File: config.mk
export PLATFORM = sky130hd
export DESIGN_NAME = parity_engine_flat
export DESIGN_NICKNAME = d
export VERILOG_FILES = /design/src/rtl/parity_engine_if.sv /design/src/rtl/parity_engine.sv /design/src/flat_wrapper.sv
export SDC_FILE = /design/constraint.sdc
export NUM_CORES = 1
export LEC_CHECK = 0
export BUFFER_PORTS_ARGS = -buffer_cell sky130_fd_sc_hd__buf_2
export CAP_MARGIN = 20
export CORE_AREA = 2 2 39 41
export CTS_BUF_LIST = sky130_fd_sc_hd__clkbuf_16
export CTS_CLUSTER_SIZE = 40
export DETAILED_ROUTE_END_ITERATION = 10
export DIE_AREA = 0 0 41 43
export GPL_TIMING_DRIVEN = 0
export PLACE_DENSITY = 0.74
export SYNTH_ARGS = -nofsm -noshare
export SYNTH_HDL_FRONTEND = slang
export SYNTH_SLANG_ARGS = --single-unit
File: constraint.sdc
create_clock -name clk -period 2.9 [get_ports clk]
set_input_delay 0.145 -clock clk [delete_from_list [all_inputs] [get_ports clk]]
set_output_delay 0.145 -clock clk [all_outputs]
set_load 0.05 [all_outputs]
File: src/rtl/parity_engine_if.sv
// Handshake bundle between a UART shifter and the parity engine.
// The shifter (master) drives frame control and serial bits; the engine (slave) reports parity status.
interface parity_engine_if #(
  parameter int WIDTH = 8
);
  localparam int CNT_W = $clog2(WIDTH + 1);

  logic             start;
  logic [2:0]       par_mode;
  logic             chk_en;
  logic             bit_valid;
  logic             bit_in;
  logic             busy;
  logic [CNT_W-1:0] bit_cnt;
  logic             p_out;
  logic             p_valid;
  logic             chk_done;
  logic             par_err;

  modport master (
    output start, par_mode, chk_en, bit_valid, bit_in,
    input  busy, bit_cnt, p_out, p_valid, chk_done, par_err
  );

  modport slave (
    input  start, par_mode, chk_en, bit_valid, bit_in,
    output busy, bit_cnt, p_out, p_valid, chk_done, par_err
  );
endinterface

File: src/rtl/parity_engine.sv
// Serial, frame-aware parity engine for UART TX (generate) and RX (check) paths.
// Accumulates parity LSB-first over WIDTH data bits, then emits or checks the parity bit.
module parity_engine #(
  parameter int WIDTH = 8,
  localparam int CNT_W = $clog2(WIDTH + 1)
) (
  input  logic          clk,
  input  logic          rst,
  parity_engine_if.slave bus
);

  typedef enum logic [1:0] {
    S_IDLE,
    S_DATA,
    S_PAR
  } state_t;

  typedef enum logic [2:0] {
    M_NONE  = 3'd0,
    M_EVEN  = 3'd1,
    M_ODD   = 3'd2,
    M_MARK  = 3'd3,
    M_SPACE = 3'd4
  } mode_t;

  function automatic mode_t decode_mode(logic [2:0] m);
    return (m <= 3'd4) ? mode_t'(m) : M_NONE;
  endfunction

  function automatic logic parity_bit(mode_t m, logic acc);
    case (m)
      M_EVEN:  return acc;
      M_ODD:   return ~acc;
      M_MARK:  return 1'b1;
      default: return 1'b0;
    endcase
  endfunction

  state_t           state_q, state_d;
  mode_t            mode_q, mode_d;
  logic             chk_q, chk_d;
  logic             acc_q, acc_d;
  logic [CNT_W-1:0] cnt_q, cnt_d;
  logic             p_out_q, p_out_d;
  logic             p_valid_q, p_valid_d;
  logic             chk_done_q, chk_done_d;
  logic             par_err_q, par_err_d;
  logic             acc_next;

  // NOTE: every always_comb output gets a default first so no path leaves it unassigned (no latch).
  always_comb begin
    state_d    = state_q;
    mode_d     = mode_q;
    chk_d      = chk_q;
    acc_d      = acc_q;
    cnt_d      = cnt_q;
    p_out_d    = p_out_q;
    p_valid_d  = 1'b0;
    chk_done_d = 1'b0;
    par_err_d  = par_err_q;
    acc_next   = acc_q ^ bus.bit_in;

    // start aborts anything in flight and wins over a coincident bit_valid
    if (bus.start) begin
      state_d   = S_DATA;
      mode_d    = decode_mode(bus.par_mode);
      chk_d     = bus.chk_en;
      acc_d     = 1'b0;
      cnt_d     = '0;
      p_out_d   = 1'b0;
      par_err_d = 1'b0;
    end else begin
      case (state_q)
        S_DATA: begin
          if (bus.bit_valid) begin
            acc_d = acc_next;
            cnt_d = cnt_q + 1'b1;
            if (cnt_q == CNT_W'(WIDTH - 1)) begin
              p_valid_d = 1'b1;
              p_out_d   = parity_bit(mode_q, acc_next);
              state_d   = (chk_q && mode_q != M_NONE) ? S_PAR : S_IDLE;
            end
          end
        end
        S_PAR: begin
          if (bus.bit_valid) begin
            chk_done_d = 1'b1;
            par_err_d  = (bus.bit_in != p_out_q);
            state_d    = S_IDLE;
          end
        end
        default: ;
      endcase
    end
  end

  // NOTE: sequential state uses non-blocking assignments so all registers update together on the edge.
  always_ff @(posedge clk) begin
    if (rst) begin
      state_q    <= S_IDLE;
      mode_q     <= M_NONE;
      chk_q      <= 1'b0;
      acc_q      <= 1'b0;
      cnt_q      <= '0;
      p_out_q    <= 1'b0;
      p_valid_q  <= 1'b0;
      chk_done_q <= 1'b0;
      par_err_q  <= 1'b0;
    end else begin
      state_q    <= state_d;
      mode_q     <= mode_d;
      chk_q      <= chk_d;
      acc_q      <= acc_d;
      cnt_q      <= cnt_d;
      p_out_q    <= p_out_d;
      p_valid_q  <= p_valid_d;
      chk_done_q <= chk_done_d;
      par_err_q  <= par_err_d;
    end
  end

  assign bus.busy     = (state_q != S_IDLE);
  assign bus.bit_cnt  = cnt_q;
  assign bus.p_out    = p_out_q;
  assign bus.p_valid  = p_valid_q;
  assign bus.chk_done = chk_done_q;
  assign bus.par_err  = par_err_q;

endmodule

File: src/flat_wrapper.sv
// flat-port wrapper written by rule: the top's interface ports become plain ports
module parity_engine_flat 
#(
  parameter int WIDTH = 8,
  localparam int CNT_W = $clog2(WIDTH + 1)
)
  (clk, rst, bus_start, bus_par_mode, bus_chk_en, bus_bit_valid, bus_bit_in, bus_busy, bus_bit_cnt, bus_p_out, bus_p_valid, bus_chk_done, bus_par_err);
  parity_engine_if #(.WIDTH(WIDTH)) bus_i ();
  input  logic clk;
  input  logic rst;
  input wire logic [$bits(bus_i.start)-1:0] bus_start;
  input wire logic [$bits(bus_i.par_mode)-1:0] bus_par_mode;
  input wire logic [$bits(bus_i.chk_en)-1:0] bus_chk_en;
  input wire logic [$bits(bus_i.bit_valid)-1:0] bus_bit_valid;
  input wire logic [$bits(bus_i.bit_in)-1:0] bus_bit_in;
  output wire logic [$bits(bus_i.busy)-1:0] bus_busy;
  output wire logic [$bits(bus_i.bit_cnt)-1:0] bus_bit_cnt;
  output wire logic [$bits(bus_i.p_out)-1:0] bus_p_out;
  output wire logic [$bits(bus_i.p_valid)-1:0] bus_p_valid;
  output wire logic [$bits(bus_i.chk_done)-1:0] bus_chk_done;
  output wire logic [$bits(bus_i.par_err)-1:0] bus_par_err;
  assign bus_i.start = bus_start;
  assign bus_i.par_mode = bus_par_mode;
  assign bus_i.chk_en = bus_chk_en;
  assign bus_i.bit_valid = bus_bit_valid;
  assign bus_i.bit_in = bus_bit_in;
  assign bus_busy = bus_i.busy;
  assign bus_bit_cnt = bus_i.bit_cnt;
  assign bus_p_out = bus_i.p_out;
  assign bus_p_valid = bus_i.p_valid;
  assign bus_chk_done = bus_i.chk_done;
  assign bus_par_err = bus_i.par_err;
  parity_engine #(.WIDTH(WIDTH)) u_core (.clk(clk), .rst(rst), .bus(bus_i));
endmodule
==> results by group, run 1 <==
Power and ir drop
  • Overall power after layout: 506 uW
  • Switching pwr: slightly below 100 uW
  • Combinational Power Share: 0.069
  • Worst IR drop on VDD: 351 uV
  • Clk pwr share: 0.506
  • Switching part of the total: 0.195
  • Total leakage power: 0.375 nW
  • Internal: 407 uW
  • Sequential share of power: 0.425
  • Pwr/cell area: 621 nW/um^2

Clocking
  • TritonCTS buffer count: 3
  • Number of gates given a new drive strength after cts: 0
  • Maximum buffer depth of the clock tree: 2
  • Number of H-tree levels: 1
  • Sink count of the clock tree: 15
  • Insertion delay to the later sink of the worst-skew pair: 0.24 ns
  • Post-CTS Setup Bufs: 0
  • CTS hold repair buffers: 0
  • Root Buffer Master: sky130_fd_sc_hd__clkbuf_16
  • Clock transition at the registers of the reported paths: around 0.04 ns
  • TritonCTS clock tree: built

Timing
  • Post-route clock skew: 0.000737 ns
  • Setup repair after global routing missed its margin: no
  • Final slew viol count: 0
  • Slew at the pin closest to its max-slew limit: roughly 0.42 ns
  • Post-layout minimum cycle time: 1.45 ns
  • Endpoints failing hold: 0
  • Peak Freq: ~0.69 GHz
  • Final worst path period share: 0.501
  • Worst slack on hold paths: 0.129 ns
  • Final total negative setup slack: 0 ns
  • Worst-case setup margin in the final layout: roughly 1.4 ns
  • Final setup viols: 0
  • Slew Limit Headroom: 0.718

Route
  • Detailed-router iteration count before antenna repair: 4
  • Number of DRC markers in iteration 0: 6
  • DRC viols: 0
  • Vias post-DR: between 500 and 600
  • Drt total wl: 1.14 mm
  • Uppermost signal routing layer after detailed routing: met4
  • Post-detailed-route via-to-cell ratio: 5.16
  • Sum of met2 wire segment lengths after detailed routing: around 550 um
  • DRT antenna net count: 0
  • Met3 routed WL: 68 um
  • Detailed-route wire length on metal 1: 502 um
  • Routed WL per cell: 10.9 um

Worst setup path
  • Worst Setup End Kind: flip-flop
  • Endpoint of the most critical register-to-register path: u_core.bus.p_out$_SDFFE_PP0P_
  • Type of the worst setup path: flip-flop to flip-flop
  • Worst R2R Path Depth: 4
  • Required @ worst endpoint: 3.07 ns
  • Max Fanout on Critical Path: 5
  • Worst setup slack for register-to-register paths: 1.45 ns
  • Startpoint Class: flip-flop
  • CP Data Arrival Time: around 1.6 ns
  • FF-to-FF Start: u_core.bus.bit_cnt[0]$_SDFFE_PP0P_

Placed design
  • DP Wirelength: about 830 um
  • Worst slack at placement: 1.48 ns
  • Final weighted congestion in routability-driven placement: about 0.68
  • Number of port buffers: 17

Yosys
  • Cells taking the most area after synthesis: sky130_fd_sc_hd__dfxtp_1 48%, sky130_fd_sc_hd__mux2i_1 6.3%, sky130_fd_sc_hd__nor2_1 6.0%
  • Share of Yosys cell area claimed by the top area cell type: 0.476
  • Synthesized Nets: 77
  • Register bit count reported by yosys: 15
  • Synthesized cell area: 631 um^2
  • Number of instances in the synthesized netlist: 67
  • Share of the yosys chip area belonging to registers: 0.476
  • Largest area contributor in the netlist: sky130_fd_sc_hd__dfxtp_1
  • Yosys Warn Count: 0
  • Number of unique standard cell types used by synthesis: 25
  • Syn avg cell area: 9.41 um^2

Floorplan
  • Die area: 1760 um^2
  • IO Count: 18
  • Starting Density: 0.456
  • Die outline width: 41 um
  • Height of the chip: 43 um
  • FP Rows: 14
  • Placeable core region: 1380 um^2

GRT
  • Wire length of the first global-routing pass: 1.94 mm
  • Maximum number of pins on one net before global-route repair: 11
  • Number of antenna violations at the first check in global routing: 0
  • Vias in the first global route: just under 500
  • Gr ovfl total: 0
  • Global-route total usage across every layer: 0.163

Layout
  • Count of filler cells inserted in the layout: 130
  • Antenna diode instance count: 0
  • Area Overhead vs Synth: 29.2%
  • Share of final-layout standard cells stronger than drive strength 1: 0.239
  • Net total in the final layout: 99

Worst hold path
  • Worst-case hold path end point: u_core.state_q[0]$_SDFFE_PP0P_
  • Worst Hold Class: primary input to flip-flop
  • Start point of the worst hold path: rst
  • Number of cells on the worst hold path: 2

Status
  • Run status: completed

Job
  • Max-cap violation count: 0
-- area by class of cell --
type | instances | area, um^2 | share of cell area
Buffer | 1 | 3.75 | 0.00461
Clock buffer | 3 | 75.1 | 0.0922
Clock inverter | 1 | 3.75 | 0.00461
Inverter | 2 | 7.51 | 0.00922
Multi-Input combinational cell | 49 | 319 | 0.392
Sequential cell | 15 | 300 | 0.369
Tap cell | 16 | 20.0 | 0.0246
Timing Repair Buffer | 17 | 85.1 | 0.104
-- synth_stat cells (all sizes together) --
| cell type | number |
|---|---|
| nor4bb | 1 |
| nand4b | 2 |
| nor3 | 2 |
| o21ai | 3 |
| clkbuf | 1 |
| nand3b | 3 |
| xor2 | 4 |
| a21oi | 4 |
| or3 | 1 |
| ha | 1 |
| nand3 | 1 |
| nand2b | 2 |
| o21a | 1 |
| nor2 | 10 |
| or4 | 1 |
| or2 | 2 |
| nand2 | 2 |
| xnor2 | 1 |
| o22ai | 1 |
| inv | 2 |
| a2bb2oi | 2 |
| dfxtp | 15 |
| mux2i | 4 |
| o31ai | 1 |
-- cell usage in the layout (no fill, tap or decap) --
cell type,synthesis,layout
sky130_fd_sc_hd__a21oi_1,4,4
sky130_fd_sc_hd__a2bb2oi_1,2,2
sky130_fd_sc_hd__buf_2,0,17
sky130_fd_sc_hd__clkbuf_1,1,1
sky130_fd_sc_hd__clkbuf_16,0,3
sky130_fd_sc_hd__dfxtp_1,15,15
sky130_fd_sc_hd__ha_1,1,1
sky130_fd_sc_hd__inv_1,2,3
sky130_fd_sc_hd__mux2i_1,4,4
sky130_fd_sc_hd__nand2_1,2,2
sky130_fd_sc_hd__nand2b_1,2,2
sky130_fd_sc_hd__nand3_1,1,1
sky130_fd_sc_hd__nand3b_1,3,3
sky130_fd_sc_hd__nand4b_1,2,2
sky130_fd_sc_hd__nor2_1,10,10
sky130_fd_sc_hd__nor3_1,2,2
sky130_fd_sc_hd__nor4bb_1,1,1
sky130_fd_sc_hd__o21a_1,1,1
sky130_fd_sc_hd__o21ai_0,3,3
sky130_fd_sc_hd__o22ai_1,1,1
sky130_fd_sc_hd__o31ai_1,1,1
sky130_fd_sc_hd__or2_1,1,1
sky130_fd_sc_hd__or2_2,1,1
sky130_fd_sc_hd__or3_1,1,1
sky130_fd_sc_hd__or4_1,1,1
sky130_fd_sc_hd__xnor2_1,1,1
sky130_fd_sc_hd__xor2_1,4,4
-- cells by family after synthesis --
logic type / count (synthesis) / share of synthesized area
xor+xnor: 5 / 0.0694
mux: 4 / 0.0635
compound gates: 12 / 0.117
flops: 15 / 0.476
simple gates: 27 / 0.236
fa+ha+maj: 1 / 0.0198
buf+inv: 3 / 0.0179
-- power groups by stage --
stage / clock [mW] / combinational [mW] / sequential, mW
6_report: 0.256 / 0.0350 / 0.215
5_1_grt: 0.271 / 0.0387 / 0.215
3_3_place_gp: 0 / 0.0347 / 0.219
2_1_floorplan: 0 / 0.0208 / 0.219
4_1_cts: 0.261 / 0.0353 / 0.215
3_5_place_dp: 0 / 0.0350 / 0.219
-- state kept, by name (all words and copies together) (netlist names) --
| signal | cells |
|---|---|
| u_core.bus.bit_cnt | 4 |
| u_core.mode_q | 3 |
| u_core.state_q | 2 |
| u_core.acc_q | 1 |
| u_core.bus.chk_done | 1 |
| u_core.bus.p_out | 1 |
| u_core.bus.p_valid | 1 |
| u_core.bus.par_err | 1 |
| u_core.chk_q | 1 |
-- metal layers --
layer	vias to the layer above	GRT usage
met5	-	0
li1	280	-
met2	18	0.269
met3	2	0.0471
met1	237	0.178
met4	0	0.0800
-- critical path, stage by stage (launching register included) --
cell and delay, ns:
sky130_fd_sc_hd__dfxtp_1 0.38, sky130_fd_sc_hd__ha_1 0.19, sky130_fd_sc_hd__nand3b_1 0.15, sky130_fd_sc_hd__or4_1 0.55, sky130_fd_sc_hd__o22ai_1 0.11
-- per-stage QoR --
stage	std cells	cell area, um^2	util
floorplan	67	631	-
global placement	100	736	0.532
detailed placement	100	736	0.532
CTS	104	815	0.589
global route	104	815	0.589
finish	104	815	0.589
-- worst max-delay path by stage --
stage	from	to	slack, ns
after global placement	u_core.bus.bit_cnt[0]$_SDFFE_PP0P_	u_core.bus.p_out$_SDFFE_PP0P_	1.47
after floorplan	u_core.bus.bit_cnt[0]$_SDFFE_PP0P_	u_core.bus.p_out$_SDFFE_PP0P_	1.17
after detailed placement	u_core.bus.bit_cnt[0]$_SDFFE_PP0P_	u_core.bus.p_out$_SDFFE_PP0P_	1.48
after CTS	u_core.bus.bit_cnt[0]$_SDFFE_PP0P_	u_core.bus.p_out$_SDFFE_PP0P_	1.44
after global routing	u_core.bus.bit_cnt[0]$_SDFFE_PP0P_	u_core.bus.p_out$_SDFFE_PP0P_	1.34
final	u_core.bus.bit_cnt[0]$_SDFFE_PP0P_	u_core.bus.p_out$_SDFFE_PP0P_	1.45
(Power assumes the default switching activity.)
==> inputs of run 2 (changes only) <==
--- a/config.mk
+++ b/config.mk
@@ -7,13 +7,12 @@
 export LEC_CHECK = 0
 export BUFFER_PORTS_ARGS = -buffer_cell sky130_fd_sc_hd__buf_2
 export CAP_MARGIN = 20
-export CORE_AREA = 2 2 39 41
+export CORE_UTILIZATION = 48
 export CTS_BUF_LIST = sky130_fd_sc_hd__clkbuf_16
 export CTS_CLUSTER_SIZE = 40
 export DETAILED_ROUTE_END_ITERATION = 10
-export DIE_AREA = 0 0 41 43
 export GPL_TIMING_DRIVEN = 0
-export PLACE_DENSITY = 0.74
+export PLACE_DENSITY = 0.75
 export SYNTH_ARGS = -nofsm -noshare
 export SYNTH_HDL_FRONTEND = slang
 export SYNTH_SLANG_ARGS = --single-unit
==> constraint.sdc (replaced) <==
create_clock -name clk -period 1.45 [get_ports clk]
set_input_delay 0.0725 -clock clk [delete_from_list [all_inputs] [get_ports clk]]
set_output_delay 0.0725 -clock clk [all_outputs]
set_load 0.05 [all_outputs]
==> results by group, run 2 (synthesis results as in run 1) <==
Route
  • Routed WL per cell: 12.2 um (was 10.9 um)
  • Number of DRC markers in iteration 0: 7 (was 6)
  • DRT antenna net count: 0 (unchanged)
  • Drt total wl: 1.29 mm (was 1.14 mm)
  • Post-detailed-route via-to-cell ratio: 5.37 (was 5.16)
  • Detailed-router iteration count before antenna repair: 4 (unchanged)
  • Vias post-DR: 569 (was 537)
  • DRC viols: 0 (unchanged)

GRT
  • Wire length of the first global-routing pass: 2.10 mm (was 1.94 mm)
  • Global-route total usage across every layer: 0.216 (was 0.163)
  • Vias in the first global route: 511 (was 491)
  • Number of antenna violations at the first check in global routing: 0 (unchanged)
  • Maximum number of pins on one net before global-route repair: 11 (unchanged)
  • Gr ovfl total: 0 (unchanged)

Floorplan
  • FP Rows: 12 (was 14)
  • Die area: 1460 um^2 (was 1760 um^2)
  • Starting Density: 0.545 (was 0.456)
  • Placeable core region: 1160 um^2 (was 1380 um^2)
  • IO Count: 18 (unchanged)
  • Height of the chip: 38.2 um (was 43 um)
  • Die outline width: 38.2 um (was 41 um)

Clocking
  • Insertion delay to the later sink of the worst-skew pair: 0.24 ns (about the same)
  • Maximum buffer depth of the clock tree: 2 (unchanged)
  • Number of gates given a new drive strength after cts: 0 (unchanged)
  • Number of H-tree levels: 1 (unchanged)
  • TritonCTS buffer count: 3 (unchanged)
  • TritonCTS clock tree: built (unchanged)
  • Sink count of the clock tree: 15 (unchanged)
  • Root Buffer Master: sky130_fd_sc_hd__clkbuf_16 (unchanged)
  • Clock transition at the registers of the reported paths: 0.05 ns (was 0.04 ns)

Power and ir drop
  • Internal: 817 uW (was 407 uW)
  • Total leakage power: 0.393 nW (was 0.375 nW)
  • Combinational Power Share: 0.072 (was 0.069)
  • Switching part of the total: 0.203 (was 0.195)
  • Pwr/cell area: 1200 nW/um^2 (was 621 nW/um^2)
  • Sequential share of power: 0.417 (was 0.425)
  • Switching pwr: 208 uW (was 98.6 uW)
  • Worst IR drop on VDD: 883 uV (was 351 uV)
  • Clk pwr share: 0.511 (was 0.506)

Timing
  • Post-route clock skew: 0.00170 ns (was 0.000737 ns)
  • Slew Limit Headroom: 0.708 (was 0.718)
  • Post-layout minimum cycle time: 1.31 ns (was 1.45 ns)
  • Setup repair after global routing missed its margin: no (unchanged)
  • Peak Freq: 0.762 GHz (was 0.688 GHz)
  • Final slew viol count: 0 (unchanged)
  • Final total negative setup slack: 0 ns (unchanged)
  • Slew at the pin closest to its max-slew limit: 0.438 ns (was 0.423 ns)
  • Final setup viols: 0 (unchanged)
  • Final worst path period share: 0.905 (was 0.501)
  • Endpoints failing hold: 0 (unchanged)
  • Worst-case setup margin in the final layout: 0.138 ns (was 1.45 ns)

Layout
  • Net total in the final layout: 103 (was 99)
  • Share of final-layout standard cells stronger than drive strength 1: 0.315 (was 0.239)
  • Area Overhead vs Synth: 35.1% (was 29.2%)
  • Leading cell type in the layout, fill and taps excluded: sky130_fd_sc_hd__buf_2 (unchanged)
  • Max reg flops: 4 (unchanged)
  • Highest-count cells in the layout ignoring fill and taps: 17 x sky130_fd_sc_hd__buf_2, 12 x sky130_fd_sc_hd__dfxtp_1, 10 x sky130_fd_sc_hd__nor2_1 (was 17 x sky130_fd_sc_hd__buf_2, 15 x sky130_fd_sc_hd__dfxtp_1, 10 x sky130_fd_sc_hd__nor2_1)
  • Antenna diode instance count: 0 (unchanged)

Worst setup path
  • Worst Setup End Kind: flip-flop (unchanged)
  • Stage delay of the slowest cell on the critical path: 0.44 ns (was 0.55 ns)
  • Type of the worst setup path: flip-flop to flip-flop (unchanged)
  • CP delay by family, top: simple AND/OR/NAND/NOR gates (unchanged)
  • Max Fanout on Critical Path: 5 (unchanged)
  • CP Data Arrival Time: 1.48 ns (was 1.62 ns)
  • Startpoint Class: flip-flop (unchanged)
  • Master of the slowest instance on the critical path: sky130_fd_sc_hd__or4_1 (unchanged)
  • Cell chain of the critical path: ha_1, nand3b_1, or4_1, o22ai_1 (unchanged)
  • Combined buffer and inverter count along the critical path: 0 (unchanged)
  • Required @ worst endpoint: 1.62 ns (was 3.07 ns)

Placed design
  • Number of port buffers: 17 (unchanged)
  • Worst slack at placement: 0.0834 ns (was 1.48 ns)
  • Final weighted congestion in routability-driven placement: 0.710 (was 0.677)
  • DP Wirelength: 825 um (was 833 um)

Status
  • Run status: completed (unchanged)

Worst hold path
  • Worst Hold Class: primary input to flip-flop (unchanged)

Job
  • Max-cap violation count: 0 (unchanged)
run 2: changes by cell type in the layout (fill, tap and decap cells not counted):
cell	previous run	this run
sky130_fd_sc_hd__clkinv_2	0	1
sky130_fd_sc_hd__dfxtp_2	0	1
sky130_fd_sc_hd__inv_1	3	2
sky130_fd_sc_hd__buf_4	0	4
sky130_fd_sc_hd__dfxtp_4	0	2
sky130_fd_sc_hd__dfxtp_1	15	12
run 2: final cells by class:
cell class	instances	area [um^2]
flip-flops and latches	15	309
repair buffers	21	115
clock buffers	3	75.1
plain buffers	1	3.75
inverters	2	7.51
multi-input cells	49	319
well taps	14	17.5
clock inverters	1	5.00
fillers	96	304
run 2: repair_timing:
item | 4_1_cts | 5_1_grt
hold buffers | 0 | 0
endpoints found under the setup margin | 0 | 2
setup buffers | 0 | 4
run 2: routing by layer:
metal | up-vias | GRT usage | routed length (um)
met4 | 0 | 0.107 | 0
met3 | 0 | 0.0930 | 57
met1 | 264 | 0.234 | 609
li1 | 285 | - | -
met5 | - | 0 | 0
met2 | 20 | 0.356 | 622
run 2: power groups by stage:
stage,combinational (mW),clock (mW),sequential [mW]
final,0.0736,0.524,0.427
after detailed placement,0.0709,0,0.435
after global placement,0.0699,0,0.434
after CTS,0.0720,0.532,0.427
after floorplan,0.0416,0,0.436
after global routing,0.0819,0.559,0.428
run 2: worst register-to-register path: stages, from the launching register on:
cell and delay (ns):
sky130_fd_sc_hd__dfxtp_4 0.36, sky130_fd_sc_hd__ha_1 0.17, sky130_fd_sc_hd__nand3b_1 0.17, sky130_fd_sc_hd__or4_1 0.44, sky130_fd_sc_hd__o22ai_1 0.11
run 2: worst paths after layout:
path	startpoint	to	slack, ns	depth (start not counted)
worst max-delay path	u_core.bus.bit_cnt[0]$_SDFFE_PP0P_	u_core.bus.p_out$_SDFFE_PP0P_	0.14	4
worst min-delay path	rst	u_core.mode_q[2]$_SDFFE_PP0P_	0.07	2
worst max register to register	u_core.bus.bit_cnt[0]$_SDFFE_PP0P_	u_core.bus.p_out$_SDFFE_PP0P_	0.14	4
worst min register to register	u_core.bus.bit_cnt[3]$_SDFFE_PP0P_	u_core.bus.bit_cnt[3]$_SDFFE_PP0P_	0.50	2
run 2: through the flow:
step / instances / total power [mW] / instance area (um^2) / util / hold WS [ns]
final: 106 / 1.02 / 852 / 0.737 / 0.0672
after global routing: 106 / 1.07 / 852 / 0.737 / 0.0724
after CTS: 102 / 1.03 / 822 / 0.711 / 0.0659
after detailed placement: 98 / 0.505 / 742 / 0.642 / 0.316
after global placement: 98 / 0.504 / 742 / 0.642 / 0.308
after floorplan: 67 / 0.477 / 639 / - / 0.142
